**src/rtl/ling_seq_pkg.sv**
```systemverilog
// ---------------------------------------------------------------------------
// ling_seq_pkg
//   Shared types for the multi-limb Ling adder sequencer.
//   - LIMB_W  : limb width, fixed by the 14-bit Ling/Knowles adder core
//   - state_t : operation-tracking FSM states
//   - s1_t    : stage-1 payload (registered operand limb)
//   - s2_t    : stage-2 payload (registered result limb)
// ---------------------------------------------------------------------------
package ling_seq_pkg;

  localparam int LIMB_W = 14;

  typedef enum logic {
    IDLE = 1'b0,
    BUSY = 1'b1
  } state_t;

  // seed marks a limb that starts a carry chain (cin comes from op_sub)
  typedef struct packed {
    logic [LIMB_W-1:0] a;
    logic [LIMB_W-1:0] b;
    logic              first;
    logic              last;
    logic              seed;
  } s1_t;

  typedef struct packed {
    logic [LIMB_W-1:0] sum;
    logic              first;
    logic              last;
    logic              cout;
    logic              ovf;
  } s2_t;

endpackage

```
**src/rtl/ling_limb_seq_adder.sv**
```systemverilog
// ---------------------------------------------------------------------------
// adder
//   14-bit Ling adder with a Knowles (fanout-1, Kogge-Stone style) prefix
//   tree on the Ling pseudo-carries.
//   Ports:
//     a, b  in  LIMB_W  operands
//     cin   in  1       carry in
//     sum   out LIMB_W  a + b + cin (low LIMB_W bits)
//     cout  out 1       carry out of the MS bit
// ---------------------------------------------------------------------------
module adder
  import ling_seq_pkg::*;
(
  input  logic [LIMB_W-1:0] a,
  input  logic [LIMB_W-1:0] b,
  input  logic              cin,
  output logic [LIMB_W-1:0] sum,
  output logic              cout
);

  logic [LIMB_W-1:0] g;
  logic [LIMB_W-1:0] t;
  logic [LIMB_W-1:0] x;
  logic [LIMB_W-1:0] h;
  logic [LIMB_W-1:0] c;

  assign g = a & b;
  assign t = a | b;
  assign x = a ^ b;

  // Ling pseudo-carry: h[i] = g[i] | t[i-1] & h[i-1], with h[0] = g[0] | cin.
  // The real carry is recovered afterwards as c[i] = t[i] & h[i].
  always_comb begin
    logic [LIMB_W-1:0] hg;
    logic [LIMB_W-1:0] hp;
    logic [LIMB_W-1:0] hg_n;
    logic [LIMB_W-1:0] hp_n;
    hg    = g;
    hg[0] = g[0] | cin;
    hp    = {t[LIMB_W-2:0], 1'b0};
    for (int d = 1; d < LIMB_W; d = d * 2) begin
      hg_n = hg;
      hp_n = hp;
      for (int i = d; i < LIMB_W; i++) begin
        hg_n[i] = hg[i] | (hp[i] & hg[i-d]);
        hp_n[i] = hp[i] & hp[i-d];
      end
      hg = hg_n;
      hp = hp_n;
    end
    h = hg;
  end

  assign c    = t & h;
  assign sum  = x ^ {c[LIMB_W-2:0], cin};
  assign cout = c[LIMB_W-1];

endmodule

```
**src/rtl/ling_limb_seq.sv**
```systemverilog
// ---------------------------------------------------------------------------
// ling_limb_seq
//   Streams multi-limb add/subtract operations (LS limb first) through the
//   14-bit Ling adder, chaining the carry between limbs. Two-stage
//   valid/ready pipeline: S1 holds operands, adder is combinational from S1,
//   S2 is the output register.
//   Ports:
//     clk, rst                  clock, synchronous active-high reset
//     in_valid/in_ready         input limb handshake
//     in_a, in_b                operand limbs
//     in_first, in_last, in_sub operation framing and A-B select
//     out_valid/out_ready       output limb handshake
//     out_sum                   result limb
//     out_first, out_last       framing copied from the input limb
//     out_cout                  adder carry out (0 on subtract = borrow)
//     out_ovf                   signed overflow of the operation, on last limb
//     proto_err                 sticky framing-error flag
// ---------------------------------------------------------------------------
module ling_limb_seq
  import ling_seq_pkg::*;
#(
  parameter int LIMB_W    = 14,
  parameter int MAX_LIMBS = 16,
  parameter int CNT_W     = 5
) (
  input  logic              clk,
  input  logic              rst,
  input  logic              in_valid,
  output logic              in_ready,
  input  logic [LIMB_W-1:0] in_a,
  input  logic [LIMB_W-1:0] in_b,
  input  logic              in_first,
  input  logic              in_last,
  input  logic              in_sub,
  output logic              out_valid,
  input  logic              out_ready,
  output logic [LIMB_W-1:0] out_sum,
  output logic              out_first,
  output logic              out_last,
  output logic              out_cout,
  output logic              out_ovf,
  output logic              proto_err
);

  if (LIMB_W != ling_seq_pkg::LIMB_W) begin : g_bad_limb_w
    $error("ling_limb_seq: LIMB_W must equal the adder width (14)");
  end
  if (MAX_LIMBS < 1 || (2 ** CNT_W) <= MAX_LIMBS) begin : g_bad_cnt_w
    $error("ling_limb_seq: need MAX_LIMBS >= 1 and 2**CNT_W > MAX_LIMBS");
  end

  function automatic logic [CNT_W-1:0] cnt_sat_inc(input logic [CNT_W-1:0] c);
    if (c >= CNT_W'(MAX_LIMBS)) return CNT_W'(MAX_LIMBS);
    return c + CNT_W'(1);
  endfunction

  function automatic logic signed_ovf(input logic signed [LIMB_W-1:0] a,
                                      input logic signed [LIMB_W-1:0] b,
                                      input logic signed [LIMB_W-1:0] s);
    return (a[LIMB_W-1] == b[LIMB_W-1]) && (s[LIMB_W-1] != a[LIMB_W-1]);
  endfunction

  state_t            state;
  state_t            state_nxt;
  logic [CNT_W-1:0]  cnt;
  logic [CNT_W-1:0]  cnt_nxt;
  logic              seed;
  logic              err_set;
  logic              op_sub;
  logic              carry_q;

  logic              accept;
  logic              adv_p1;
  logic              adv_p2;
  logic              vld_p1;
  logic              vld_p2;
  s1_t               pay_p1;
  s2_t               pay_p2;
  s2_t               res_p1;

  logic [LIMB_W-1:0] add_b;
  logic [LIMB_W-1:0] add_sum;
  logic              add_cin;
  logic              add_cout;

  assign adv_p2   = !vld_p2 | out_ready;
  assign adv_p1   = vld_p1 & adv_p2;
  assign in_ready = !vld_p1 | adv_p2;
  assign accept   = in_valid & in_ready;

  // Operation framing FSM; only moves on an accepted limb. In IDLE every
  // limb starts a chain even without in_first, so a dropped first flag
  // still yields a correctly seeded carry.
  always_comb begin
    state_nxt = state;
    cnt_nxt   = cnt;
    seed      = 1'b0;
    err_set   = 1'b0;
    if (accept) begin
      case (state)
        IDLE: begin
          seed      = 1'b1;
          err_set   = !in_first;
          cnt_nxt   = CNT_W'(1);
          state_nxt = in_last ? IDLE : BUSY;
        end
        BUSY: begin
          if (in_first) begin
            seed    = 1'b1;
            err_set = 1'b1;
            cnt_nxt = CNT_W'(1);
          end else begin
            cnt_nxt = cnt_sat_inc(cnt);
          end
          state_nxt = in_last ? IDLE : BUSY;
        end
        default: state_nxt = IDLE;
      endcase
      if (!in_last && cnt_nxt == CNT_W'(MAX_LIMBS)) err_set = 1'b1;
    end
  end

  always_ff @(posedge clk) begin
    if (rst) begin
      state     <= IDLE;
      cnt       <= '0;
      op_sub    <= 1'b0;
      carry_q   <= 1'b0;
      proto_err <= 1'b0;
    end else begin
      state <= state_nxt;
      cnt   <= cnt_nxt;
      if (seed)    op_sub    <= in_sub;
      if (err_set) proto_err <= 1'b1;
      if (adv_p1)  carry_q   <= add_cout;
    end
  end

  // ---- Stage 1: operand register ----
  // S1 always holds the most recently accepted limb, so op_sub (updated at
  // the same edge) always belongs to the operation S1 is working on.
  always_ff @(posedge clk) begin
    if (rst) begin
      vld_p1 <= 1'b0;
    end else if (accept) begin
      vld_p1 <= 1'b1;
    end else if (adv_p1) begin
      vld_p1 <= 1'b0;
    end
  end

  always_ff @(posedge clk) begin
    if (accept) begin
      pay_p1 <= '{a: in_a, b: in_b, first: in_first, last: in_last, seed: seed};
    end
  end

  assign add_b   = op_sub ? ~pay_p1.b : pay_p1.b;
  assign add_cin = pay_p1.seed ? op_sub : carry_q;

  adder u_adder (
    .a    (pay_p1.a),
    .b    (add_b),
    .cin  (add_cin),
    .sum  (add_sum),
    .cout (add_cout)
  );

  always_comb begin
    res_p1       = '0;
    res_p1.sum   = add_sum;
    res_p1.first = pay_p1.first;
    res_p1.last  = pay_p1.last;
    res_p1.cout  = add_cout;
    res_p1.ovf   = pay_p1.last & signed_ovf(pay_p1.a, add_b, add_sum);
  end

  // ---- Stage 2: output register ----
  // Outputs read as 0 out of reset, so the payload is cleared with valid.
  always_ff @(posedge clk) begin
    if (rst) begin
      vld_p2 <= 1'b0;
      pay_p2 <= '0;
    end else if (adv_p2) begin
      vld_p2 <= vld_p1;
      if (vld_p1) pay_p2 <= res_p1;
    end
  end

  assign out_valid = vld_p2;
  assign out_sum   = pay_p2.sum;
  assign out_first = pay_p2.first;
  assign out_last  = pay_p2.last;
  assign out_cout  = pay_p2.cout;
  assign out_ovf   = pay_p2.ovf;

endmodule

```
**config.mk**
```make
export PLATFORM = sky130hd
export DESIGN_NAME = ling_limb_seq
export DESIGN_NICKNAME = d
export VERILOG_FILES = /design/src/rtl/ling_seq_pkg.sv /design/src/rtl/ling_limb_seq_adder.sv /design/src/rtl/ling_limb_seq.sv
export SDC_FILE = /design/constraint.sdc
export NUM_CORES = 1
export LEC_CHECK = 0
export CAP_MARGIN = 15
export CORE_ASPECT_RATIO = 0.8
export CORE_MARGIN = 5
export CORE_UTILIZATION = 55
export CTS_BUF_LIST = sky130_fd_sc_hd__clkbuf_8
export CTS_CLUSTER_DIAMETER = 60
export CTS_CLUSTER_SIZE = 14
export DETAILED_ROUTE_END_ITERATION = 10
export HOLD_SLACK_MARGIN = 0.08
export PLACE_DENSITY_LB_ADDON = 0.25
export SKIP_LAST_GASP = 1
export SYNTH_ARGS = -nofsm -noshare
export SYNTH_HDL_FRONTEND = slang
export SYNTH_SLANG_ARGS = --single-unit
export TNS_END_PERCENT = 100
```
**constraint.sdc**
```tcl
create_clock -name clk -period 5.8 [get_ports clk]
set_input_delay 0.87 -clock clk [delete_from_list [all_inputs] [get_ports clk]]
set_output_delay 0.87 -clock clk [all_outputs]
set_load 0.05 [all_outputs]
```
After elaboration in Yosys (flattened, before gate mapping)
Cells that the tools add are included.
Widths: inputs -> output; s select.
{ "classes": {"addsub": 1, "n_eq_ne": 3, "n_mux": 20, "shift": 0, "reduce_logical": 8, "n_div": 0, "magnitude_cmp": 1, "bitwise_logic": 123, "mul": 0} }
{ "op_table": {"columns": ["cell", "n"], "rows": [
  ["$and 1x1->1", 72],
  ["$or 1x1->1", 44],
  ["$and 14x14->14", 2],
  ["$xor 14x14->14", 2],
  ["$mux 5", 4],
  ["$mux 14", 1],
  ["$not 14->14", 1],
  ["$or 14x14->14", 1],
  ["$mux 1", 12],
  ["$pmux 5 s2", 1],
  ["$add 5x1->5 const B", 1],
  ["$eq 5x5->1 const B", 1],
  ["$ge 5x5->1 const B", 1],
  ["$logic_not 1->1", 4],
  ["$pmux 1 s2", 2],
  ["$logic_and 1x1->1", 2],
  ["$reduce_and 2->1", 1],
  ["$reduce_bool 2->1", 1],
  ["$eq 1x1->1", 1],
  ["$ne 1x1->1", 1],
  ["$not 1->1", 1]
]} }
{ "word_totals": {"output_inout_bits": 21, "ram_bits": 0, "n_memories": 0, "latch_bits": 0, "rom_bits": 0, "ff_bits": 60, "elab_cells": 173, "in_bits": 35} }

Logic depth before layout (Yosys ltp)
Gate-level depths: netlist (run 1).
{ "logic_depth": {"word_depth": 15, "mapped_depth": 11, "depth_no_buf": 9} }

Modules after synthesis
A second synthesis (run 1) with hierarchy kept.
{ "hier_totals": {"hier_cells": 334, "hier_area_um2": 3355.7} }
{ "by_module_without_submodules": {"columns": ["mod", "area_each_um2", "cells_each", "seq_area_each_um2", "instances"], "rows": [
  ["ling_limb_seq", 2238.4, 189, 1491.4, 1],
  ["adder", 1117.3, 145, 0.0, 1]
]} }

Least setup slack after synthesis (run 1)
No wires, ideal clock.
{ "synth_timing": {"path_type": "input to register", "start": "in out_ready", "end": "reg cnt[4]", "arrival_ns": 3.051, "setup_ns": 0.159, "t_required_ns": 5.641, "stages": 6, "path_slack_ns": 2.590, "path_cell_list": "nor2b_1 nand2_1 nand2_1 clkinv_1 a41oi_1 a211oi_1"} }
{ "synth_via": {"elab_chain_len": 3} }
{ "synth_rtl": {"columns": ["element", "line_no", "rtl"], "rows": [
  ["start, declared", "ling_limb_seq.sv:36", "input logic out_ready,"],
  ["$or 1x1->1", "ling_limb_seq.sv:86", "assign adv_p2 = !vld_p2 | out_ready;"],
  ["$or 1x1->1", "ling_limb_seq.sv:88", "assign in_ready = !vld_p1 | adv_p2;"],
  ["named net in_ready", "ling_limb_seq.sv:29", "output logic in_ready,"],
  ["$and 1x1->1", "ling_limb_seq.sv:89", "assign accept = in_valid & in_ready;"],
  ["named net accept", "ling_limb_seq.sv:72", "logic accept;"],
  ["end signal, assigned", "ling_limb_seq.sv:132", "cnt <= cnt_nxt;"],
  ["end, declared", "ling_limb_seq.sv:65", "logic [CNT_W-1:0] cnt;"]
]} }
The timed path passes the listed nets, and every way through them passes these cells.
A chain may end at the register's enable or synchronous reset.

Final worst setup path (run 1)
{ "layout_timing": {"start": "in out_ready", "end": "out in_ready"} }
{ "layout_via": {"elab_chain_len": 2} }
{ "layout_rtl": {"columns": ["element", "line_no"], "rows": [
  ["$or 1x1->1", "ling_limb_seq.sv:86"],
  ["$or 1x1->1", "ling_limb_seq.sv:88"],
  ["end, declared", "ling_limb_seq.sv:29"]
]} }
Every way passes these cells.

==> flow_metrics.tcl, run 1 <==
set metrics [dict create \
    ys_seq_elements 59 \
    fill_cells 445 \
    nNetsFinal 445 \
    path_clk_slew_ns 0.06 \
    hold_violations 0 \
    post-route-period-util 0.5538 \
    vias 2280 \
    drc 0 \
    ant_nets 0 \
    cts_buffer_depth 2 \
    htree_levels 3 \
    peakVddDrop_mv 0.1993 \
    hp-class "flip-flop to flip-flop" \
    insertion_delay_ns 0.34 \
    max_freq_mhz 311.3 \
    seq_area_frac_synth 0.4620 \
    cp.arrival_ns 2.34 \
    async_flop_share 0 \
    fin_setup_tns_ns 0 \
    start_util 0.5548 \
    post_drt_wl_per_cell_um 13.18 \
    synth_edf_count 31 \
    place_hpwl_mm 4.289 \
    synth_area_mm2 0.003228 \
    pin_count 56 \
    skew_ns 0.005072 \
    die-area_mm2 0.007511 \
    overflow 0 \
    area_growth_pct 26.51 \
    synth_cell_types 44 \
    finalSetupViolations 0 \
    grt_pass1_wl_mm 9.942 \
    worst_pin_slew_ns 1.079 \
    drive_above_1_share 0.07527 \
    cts_sinks 59 \
    start_kind "primary input" \
    syn_nets 385 \
    largest-register "pay_p1" \
    whs_path_depth 2 \
    die_x_um 95.66 \
    critPathRequiredTime_ns 4.93 \
    rsz0062_at_grt "no" \
    clock-root-buffer "clkbuf_8" \
    dpl_worst_slack_ns 2.583 \
    crit_type "primary input to output port" \
    cts_tree "done" \
    grt_max_degree 40 \
    port_buffers 55 \
    end_kind "output port" \
    ys.flop_type "edfxtp_1" \
    finalCriticalPeriod_ns 3.212 \
    holdBufCountCts 0 \
    wirelength_mm 5.969 \
    numCtsBuffers 9 \
    largest_reg_flops 31 \
    antenna_found_initial 0 \
    grt_usage 0.1734 \
    n_antenna_cell 0 \
    first_iter_violations 55 \
    yosysWarningCount 0 \
    maxCapViolations 0 \
    r2r.worst_path.cells 8 \
    final-max-slew-violation-count 0 \
    status "finished clean" \
    die_y_um 78.52 \
    cts_setup_buffers 0 \
    grt_pass1_vias 2207 \
    vias_per_cell 5.033 \
    fin_ws_ns 2.588 \
    avgSynthCellArea_um2 10.51 \
    drtPass1Iterations 5 \
    power_density_mw_per_mm2 284.8 \
    rrSetupSlack_ns 2.84 \
    final_common_cell "clkdlybuf4s50_1" \
    core.rowCount 25 \
    maxSlewHeadroom 0.2786 \
    leakagePower_nw 1.720 \
    cts_resized 0 \
    cp_max_fo 5 \
    synthesis.instances 307 \
    fp.coreArea_mm2 0.005818 \
    place_congestion 0.7863 \
    final_cell_mix "clkdlybuf4s50_1 (55), ha_1 (41), nor2_1 (35), inv_1 (35), edfxtp_1 (31)" \
]
==> where the power goes <==
group	total, mW	switching, mW	internal, mW
Clock	0.419	0.156	0.263
Combinational	0.258	0.147	0.111
Sequential	0.486	0.0184	0.468
==> worst max-delay path, cell delays in order <==
cell	delay, ns
clkdlybuf4s50_1	0.40
nor2b_1	0.25
nand2_1	0.11
clkdlybuf4s50_1	0.71
==> kinds of logic (layout without fill, tap and decap cells) <==
kind of cell	after synthesis	in the layout	share of synthesized area
buffers and inverters	44	109	0.05349
muxes	1	1	0.004650
AOI/OAI and AO/OA	55	55	0.1236
adders and majority gates	43	43	0.1713
DFF	59	59	0.4620
and+or+nand+nor	81	81	0.1198
xor gates and xnor gates	24	24	0.06512
==> Yosys cell counts (all sizes together), types with 2 or more instances <==
cell     n  area share
nor2    35       0.041
or3      4      0.0078
or2      2      0.0039
xor2    17       0.046
a311oi   2      0.0054
xnor2    7       0.019
edfxtp  31        0.29
ha      41        0.16
o22ai    3      0.0078
nor3     9       0.014
o31ai    3      0.0085
o21ai   10       0.016
nand2b   6       0.012
nor2b    2      0.0039
inv     35       0.041
nand3    2      0.0031
clkbuf   7      0.0081
a211oi  13       0.035
dfxtp   28        0.17
nand2   16       0.019
fa       2       0.012
a21oi   13       0.020
a22o     2      0.0054
==> final cells by class <==
cell class,count,area [um2],area share
repair buffers,57,565.5,0.1385
clock buffers,11,151.4,0.03707
flip-flops and latches,59,1491,0.3652
inverters,36,135.1,0.03309
clock inverters,5,75.07,0.01838
well taps,81,101.3,0.02482
multi-input cells,204,1564,0.3830
==> per-layer routing <==
metal | vias up | GRT usage | wire, um | part of all wire
met1 | 1046 | 0.2096 | 2637 | 0.44
met5 | - | 0 | 0 | 0
met4 | 0 | 0.05114 | 73 | 0.012
li1 | 1164 | - | - | -
met3 | 9 | 0.07663 | 452 | 0.076
met2 | 61 | 0.2776 | 2805 | 0.47
==> worst paths after layout <==
path	from	endpoint
max	out_ready	in_ready
min	out_ovf	out_ovf
max reg2reg	op_sub	out_sum[13]
min reg2reg	out_ovf	out_ovf
==> metrics by stage <==
step                      cell area [um2]  utilization  cells  total power, mW  hold WS [ns]
after global placement               3857       0.6630    437           0.7474        0.4388
after detailed placement             3857       0.6630    437           0.7523        0.4417
after global routing                 4084       0.7019    453            1.225        0.4826
after CTS                            4084       0.7019    453            1.175        0.4507
final                                4084       0.7019    453            1.163        0.4510
after floorplan                      3228            -    307           0.6733        0.4619
No activity file was read; power rests on OpenSTA's default activity.
==> inputs of run 2 (changes only) <==
--- a/config.mk
+++ b/config.mk
@@ -8,7 +8,7 @@
 export CAP_MARGIN = 15
 export CORE_ASPECT_RATIO = 0.8
 export CORE_MARGIN = 5
-export CORE_UTILIZATION = 55
+export CORE_UTILIZATION = 50
 export CTS_BUF_LIST = sky130_fd_sc_hd__clkbuf_8
 export CTS_CLUSTER_DIAMETER = 60
 export CTS_CLUSTER_SIZE = 14
==> constraint.sdc (replaced) <==
create_clock -name clk -period 2.7 [get_ports clk]
set_input_delay 0.405 -clock clk [delete_from_list [all_inputs] [get_ports clk]]
set_output_delay 0.405 -clock clk [all_outputs]
set_load 0.05 [all_outputs]
==> run 2 against run 1 <==
Net effect: routed wire length rose by 4.1%; clock skew is 0.0016 ns higher; critical path depth grew 4; die area rose by 8.8%; global-route usage decreased by 0.57 points; sequential power increased by 110%; core utilization fell by 5.1 points; clock power up 96%; combinational power increased by 120%; via count is 1.4% higher; critical path type is now flip-flop to flip-flop; total power increased by 110%; final cell count grew 2.2%.
==> flow_metrics.tcl, run 2 (synthesized netlist as in run 1, its figures left out) <==
set metrics [dict create \
    leakagePower_nw 1.752 \
    multi_input_area_mm2 0.001569 \
    area_growth_pct 27.87 \
    grt_pass1_wl_mm 10.42 \
    crit_buf_inv 0 \
    numCtsBuffers 9 \
    antenna_found_initial 0 \
    grt_usage 0.1677 \
    htree_levels 3 \
    rrSetupSlack_ns 0.20 \
    power_density_mw_per_mm2 590.2 \
    met3_usage 0.06537 \
    die_x_um 99.84 \
    grt.busiest_layer "met2" \
    cp_slowest_cell "fa_1" \
    vias 2311 \
    insertion_delay_ns 0.34 \
    peakVddDrop_mv 0.2558 \
    crit_type "flip-flop to flip-flop" \
    cts_tree "done" \
    start_kind "flip-flop" \
    r2r-end "out_sum[10]" \
    drc 0 \
    rsz0062_at_grt "no" \
    first_iter_violations 66 \
    maxSlewHeadroom 0.6444 \
    start_util 0.5089 \
    grt_use_met1 0.1961 \
    ant_nets 0 \
    final_cell_mix "clkdlybuf4s50_1 (55), ha_1 (41), inv_1 (37), nor2_1 (35), edfxtp_1 (31)" \
    regArea_mm2 0.001493 \
    finalCriticalPeriod_ns 2.496 \
    worst_pin_slew_ns 0.5317 \
    place_congestion 0.8432 \
    die_y_um 81.87 \
    grt_max_degree 27 \
    grt_use_met2 0.2803 \
    wirelength_mm 6.213 \
    fin_ws_ns 0.2038 \
    pin_count 56 \
    fill_cells 523 \
    port_buffers 55 \
    whs_path_depth 2 \
    largest-register "pay_p1" \
    drive_above_1_share 0.09235 \
    cts_buffer_depth 2 \
    core.rowCount 26 \
    post_drt_wl_per_cell_um 13.42 \
    nNetsFinal 452 \
    path_clk_slew_ns 0.06 \
    hold_path_startpoint "proto_err" \
    n_antenna_cell 0 \
    cp_max_fo 5 \
    place_hpwl_mm 4.712 \
    overflow 0 \
    reg2reg_from "pay_p1[0]" \
    fin_setup_tns_ns 0 \
    status "finished clean" \
    finalSetupViolations 0 \
    fp.coreArea_mm2 0.006344 \
    largest_reg_flops 31 \
    hold_violations 0 \
    r2r.worst_path.cells 8 \
    clock-root-buffer "clkbuf_8" \
    dpl_worst_slack_ns 0.1547 \
    drtPass1Iterations 4 \
    cp_cell_sequence "mux2_4, fa_1, nor2_1, o31ai_2, a211oi_2, o21ai_0, xor2_1, a22o_1" \
    final_common_cell "clkdlybuf4s50_1" \
    die-area_mm2 0.008173 \
    hp-class "flip-flop to flip-flop" \
    maxCapViolations 0 \
    vias_per_cell 4.991 \
    final-max-slew-violation-count 0 \
    hold_path_end "proto_err" \
    grt_pass1_vias 2280 \
    critPathRequiredTime_ns 2.93 \
    post-route-period-util 0.9245 \
    cp_slowest_stage_delay_ns 0.39 \
    crit_family "compound AO/OA/AOI/OAI gates" \
    cts_sinks 59 \
    skew_ns 0.006674 \
    cp.arrival_ns 2.73 \
    max_freq_mhz 400.6 \
    end_kind "flip-flop" \
]
run 2: cell count changes in the layout (fill, tap and decap cells not counted), sizes merged:
cell,change
buf,+7
bufinv,-1
clkbuf,+1
clkinv,-2
inv,+2
run 2: metal layers:
layer | up-vias | wire, um
met1 | 1059 | 2845
met3 | 11 | 337
met5 | - | 0
met2 | 52 | 2957
li1 | 1189 | -
met4 | 0 | 73
run 2: worst min-delay path: stages, from the launching register on:
cell and delay (ns):
dfxtp_1 0.31, inv_1 0.05, a21oi_1 0.05
run 2: how the worst max path moves through the flow:
| stage | start | to | slack [ns] | depth (start not counted) |
|---|---|---|---|---|
| 3_5_place_dp | op_sub | out_sum[8] | 0.15 | 9 |
| 6_report | pay_p1[0] | out_sum[10] | 0.20 | 8 |
| 5_1_grt | op_sub | out_sum[10] | 0.04 | 9 |
| 4_1_cts | op_sub | out_sum[13] | 0.13 | 9 |
| 3_3_place_gp | op_sub | out_sum[8] | 0.23 | 9 |
| 2_1_floorplan | op_sub | out_sum[13] | 0.08 | 10 |
run 2: power by group:
group / internal, mW / switching [mW] / leakage (nW)
registers: 1.01 / 0.0353 / 0.533
logic: 0.250 / 0.325 / 1.11
clock network: 0.492 / 0.328 / 0.113
total: 1.75 / 0.689 / 1.75
run 2: through the flow:
stage                     total power, mW  area [um2]  utilization  instances  hold slack (ns)
final                               2.436        4128       0.6507        463           0.4505
after detailed placement            1.634        3915       0.6172        447           0.4415
after global routing                2.563        4128       0.6507        463           0.4824
after CTS                           2.462        4121       0.6497        463           0.4555
after global placement              1.623        3915       0.6172        447           0.4371
after floorplan                     1.446        3229            -        307           0.4619
run 2: repair_timing:
item / in CTS / in global routing
hold buffers: 0 / 0
resized for setup: 0 / 2
setup buffers: 0 / 0
setup endpoints to repair: 0 / 7
run 2: final cells by class:
type / instances / share of cell area
Clock buffer: 12 / 0.04001
Clock inverter: 4 / 0.01000
Inverter: 36 / 0.03304
Multi-Input combinational cell: 204 / 0.3801
Sequential cell: 59 / 0.3616
Tap cell: 84 / 0.02546
Timing Repair Buffer: 64 / 0.1497
